**config.mk**
```make
export PLATFORM = sky130hd
export DESIGN_NAME = class_score_accumulator
export DESIGN_NICKNAME = d
export VERILOG_FILES = /design/src/rtl/class_score_accumulator.sv
export SDC_FILE = /design/constraint.sdc
export NUM_CORES = 2
export LEC_CHECK = 0
export ABC_CLOCK_PERIOD_IN_PS = 6600
export BUFFER_PORTS_ARGS = -buffer_cell sky130_fd_sc_hd__buf_2
export CAP_MARGIN = 15
export CORE_UTILIZATION = 50
export CTS_CLUSTER_SIZE = 10
export DETAILED_ROUTE_END_ITERATION = 7
export GPL_ROUTABILITY_DRIVEN = 0
export PLACE_DENSITY = 0.65
export REMOVE_ABC_BUFFERS = 1
export SLEW_MARGIN = 20
export SYNTH_ARGS = -nofsm -noshare
export SYNTH_HDL_FRONTEND = slang
export SYNTH_SLANG_ARGS = --single-unit
```
**constraint.sdc**
```tcl
create_clock -name Clock -period 6.6 [get_ports Clock]
set_input_delay 0.33 -clock Clock [delete_from_list [all_inputs] [get_ports Clock]]
set_output_delay 0.33 -clock Clock [all_outputs]
set_load 0.1 [all_outputs]
```
**src/rtl/class_score_accumulator.sv**
```systemverilog
// class_score_accumulator: streaming ten-lane saturating multiply-accumulate feeding the argmax stage
module class_score_accumulator #(
  parameter int NUM_SIZE     = 26,
  parameter int X_SIZE       = 8,
  parameter int W_SIZE       = 8,
  parameter int NUM_FEATURES = 784,
  parameter int CNT_SIZE     = 10
) (
  input  logic                   Clock,
  input  logic                   GlobalReset,
  input  logic                   Start,
  input  logic                   InValid,
  output logic                   InReady,
  input  logic [X_SIZE-1:0]      X,
  input  logic [W_SIZE*10-1:0]   W,
  output logic [NUM_SIZE*10-1:0] Num,
  output logic                   Valid,
  output logic                   Busy
);
  localparam int P  = X_SIZE + W_SIZE;
  localparam int SW = (NUM_SIZE > P ? NUM_SIZE : P) + 1;
  localparam logic [SW-1:0] MAX = SW'({NUM_SIZE{1'b1}});
  typedef enum logic [1:0] {IDLE, ACCUM, DONE} state_t;
  state_t state;
  logic [NUM_SIZE*10-1:0] acc, nxt;
  logic [CNT_SIZE-1:0] cnt;
  for (genvar k = 0; k < 10; k++) begin : g_lane
    logic [P-1:0] prod;
    logic [SW-1:0] sum;
    assign prod = X * W[W_SIZE*k +: W_SIZE];
    assign sum = SW'(acc[NUM_SIZE*k +: NUM_SIZE]) + SW'(prod);
    assign nxt[NUM_SIZE*k +: NUM_SIZE] = sum > MAX ? {NUM_SIZE{1'b1}} : sum[NUM_SIZE-1:0];
  end
  assign InReady = state == ACCUM;
  assign Valid = state == DONE;
  assign Busy = state != IDLE;
  // Run control, lane accumulation, and publishing of the final sums on the last accepted beat
  always_ff @(posedge Clock or negedge GlobalReset)
    if (!GlobalReset) begin
      state <= IDLE;
      acc <= '0;
      cnt <= '0;
      Num <= '0;
    end else
      case (state)
        IDLE: if (Start) begin
          acc <= '0;
          cnt <= '0;
          state <= ACCUM;
        end
        ACCUM: if (InValid) begin
          acc <= nxt;
          cnt <= cnt + 1'b1;
          if (cnt == CNT_SIZE'(NUM_FEATURES - 1)) begin
            Num <= nxt;
            state <= DONE;
          end
        end
        default: state <= IDLE;
      endcase
endmodule

```
==> flow_summary.yaml <==
status:
  outcome: "finished, violations left"
  violations: "DRC"
sta:
  slew-limit-headroom_pct: 26.4
  hold_viol: 0
  worstMarginPinSlew_ns: 1.10
  fmax_mhz: 180
  finClkSkew_ns: 0.0257
  min_period_over_period_pct: 84.2
  period_needed_ns: 5.56
  finalSetupViolCount: 0
  rsz0062_at_grt: "no"
  fin_ws_ns: 1.04
  drv_slew: 0
die:
  dieArea_um2: 99400
  pin_count: 355
  die_w_um: 315
  start_util_pct: 50.6
  coreArea_um2: 97000
  die_y_um: 315
  rows: 114
detailed_routing:
  drt-total-wl_mm: 132
  route.vias.total: 38759
  drc: 26
  dr.pass1.iters: 8
  avgRoutedWirePerCell_um: 18.5
  first_iter_violations: 2352
  ant_nets: 0
  routed_via_density: 5.41
power_and_ir_drop:
  switchingPower_mw: 12.9
  ir_drop_mv: 0.324
  p_comb_share_pct: 69.7
  intPower_mw: 13.8
  leakage_nw: 28.6
  sw_frac_of_total_pct: 48.3
  clkPwrFrac_pct: 14.8
  power_frac_seq_pct: 15.6
  total_power_mw: 26.8
  powerDensity_nw_per_um2: 491
layout:
  nets: 6837
  drive_gt1_share_pct: 9.62
  nFillCells: 8928
  syn_to_final_growth_pct: 11.1
clock_tree:
  htree_levels: 3
  cts_tree: "done"
  cts-root-buf: "clkbuf_16"
  clockBufferDepth: 3
  cts_sinks: 532
  cts_resized: 0
  clk-insertion-delay-late_ns: 0.64
  cts_setup_buffers: 0
  cts_buffers: 71
  path_clk_slew_ns: 0.06
synth:
  synth_ff_type: "dfrtp_1"
  synth.area.top_cells: "dfrtp_1 (27%), fa_1 (20%), ha_1 (10%), inv_1 (7.7%), nand2_1 (5.0%)"
  synthArstFlopShare_pct: 100
  synth_cells: 5596
  synth_area_um2: 49100
  synth.most_common_cell: "inv_1"
  ys_top_cells_by_count: "inv_1 (1011), nand2_1 (652), dfrtp_1 (532)"
  synth_area_per_cell_um2: 8.77
  synth_warnings: 0
  ys_types: 84
  ys_seq_area_share_pct: 27.1
  synth_top_area_cell: "dfrtp_1"
  synth_top_cell_area_share_pct: 27.1
  synth_edf_count: 0
  ys_ff_latch: 532
setup_path:
  path_buf_inv: 4
  end_kind: "flip-flop"
  slowest_delay_ns: 0.55
  path_max_fanout: 20
  r2r_slack_ns: 1.22
  crit_type: "in -> reg"
  critical-path-slowest-cell: "fa_1"
  crit_top_cell: "fa_1"
  cp.arrival_ns: 6.08
  path_delay_family: "adder cells"
  crit_chain: "buf_2 -> buf_4 -> and2_1 -> fa_1 -> fa_1 -> fa_1 -> inv_1 -> fa_1 -> inv_1 -> ha_1 -> a21oi_1 -> o21ai_0 -> a211oi_2 -> o21ai_1 -> a211o_1 -> nand2_1 -> o21ai_0 -> a22o_1"
  cp.required_ns: 7.12
  critPathLaunchType: "input port"
global_route:
  grt_pass1_wl_mm: 216
  antenna_found_initial: 20
  gr-total-overflow: 0
  first_global_vias: 39721
  grt_max_degree: 140
  grtUsageTotal_pct: 27.4
place:
  port_buffers: 354
  dp_hpwl_mm: 96.6
  dp_worst_setup_slack_ns: 0.369
min_path:
  min_path_type: "in -> reg"
job:
  max_cap_viol_count: 0
[repair_timing]
item / 4_1_cts / 5_1_grt
hold endpoints to repair: 104 / 0
hold buffers: 1 / 0
endpoints found under the setup margin: 0 / 0
[stage by stage]
step                instance area, um^2  hold slack (ns)  cells  TNS [ns]  util [%]
global route                      54500           0.0987   7160         0      56.2
detailed placement                52200            0.461   7036         0      53.8
floorplan                         48100           0.0344   5343   -174.45         -
finish                            54500           0.0728   7162         0      56.2
CTS                               54500           0.0518   7151         0      56.2
global placement                  52100            0.458   7036         0      53.8
[tightest hold or removal path, delay by kind of cell]
family	cells	cell delay, ns
AND/OR/NAND/NOR	3	0.17
buffers and inverters	1	0.15
[kinds of logic after synthesis]
logic type / after synthesis / synth area share, %
fa+ha+maj: 911 / 30.9
compound gates: 1031 / 12.9
flops: 532 / 27.1
xor+xnor: 162 / 2.89
buf+inv: 1264 / 9.75
simple gates: 1675 / 16.0
mux: 21 / 0.446
[registers in the layout, summed over array words and instances, names as in the netlist]
signal and flops:
state 2, Num 260, acc 260, cnt 10
[worst paths after layout]
kind	startpoint	end	cells past startpoint
min	InValid	state[0]	4
min in group asynchronous	GlobalReset	Num[134]	2
max	X[3]	acc[46]	18
max reg2reg	acc[110]	Num[129]	18
max in group asynchronous	GlobalReset	acc[111]	3
min reg2reg	Num[74]	Num[74]	2
[power by group through the flow]
stage | Combinational [mW] | Clock, mW | Sequential (mW)
6_report | 18.6 | 3.96 | 4.16
2_1_floorplan | 14.5 | 0 | 4.14
5_1_grt | 21.5 | 4.17 | 4.22
3_3_place_gp | 18.2 | 0 | 4.21
3_5_place_dp | 18.5 | 0 | 4.22
4_1_cts | 18.7 | 4.05 | 4.17
[final cells by class]
cell class	instances	area [um^2]	area share (%)
diodes	11	27.5	0.0505
well taps	1276	1600	2.93
clock inverters	18	314	0.576
inverters	1011	3790	6.96
multi-input cells	3800	31000	56.9
repair buffers	418	2430	4.46
flip-flops and latches	532	13300	24.4
clock buffers	96	1990	3.66
[placed cells by master, fill, tap and decap left out, drive strengths merged, types with 9 or more instances in the layout]
cell and instances:
o21bai 13, dfrtp 532, nand4 15, a211oi 24
xnor2 111, xor2 51, inv 1015, a21o 64
diode 11, and2 372, nor2b 23, o21ai 371
o31ai 26, a22o 23, a211o 10, nor4 11
nand2b 25, and3 37, o211ai 16, o22ai 102
a21boi 9, buf 417, nand2 652, nand3 62
mux2i 14, o21a 27, fa 500, a31oi 59
clkbuf 96, ha 411, o31a 9, nor2 371
or3 15, o2bb2ai 10, a21oi 208, nor3 58
[layer usage]
| layer | vias to the layer above | global-route usage, % | wire [um] |
|---|---|---|---|
| li1 | 18311 | - | - |
| met1 | 19226 | 37.3 | 58200 |
| met2 | 1005 | 44.5 | 61900 |
| met3 | 205 | 4.84 | 8200 |
| met4 | 12 | 8.70 | 3840 |
| met5 | - | 0 | 80 |
Note: power is estimated with default switching activity, not from simulation.
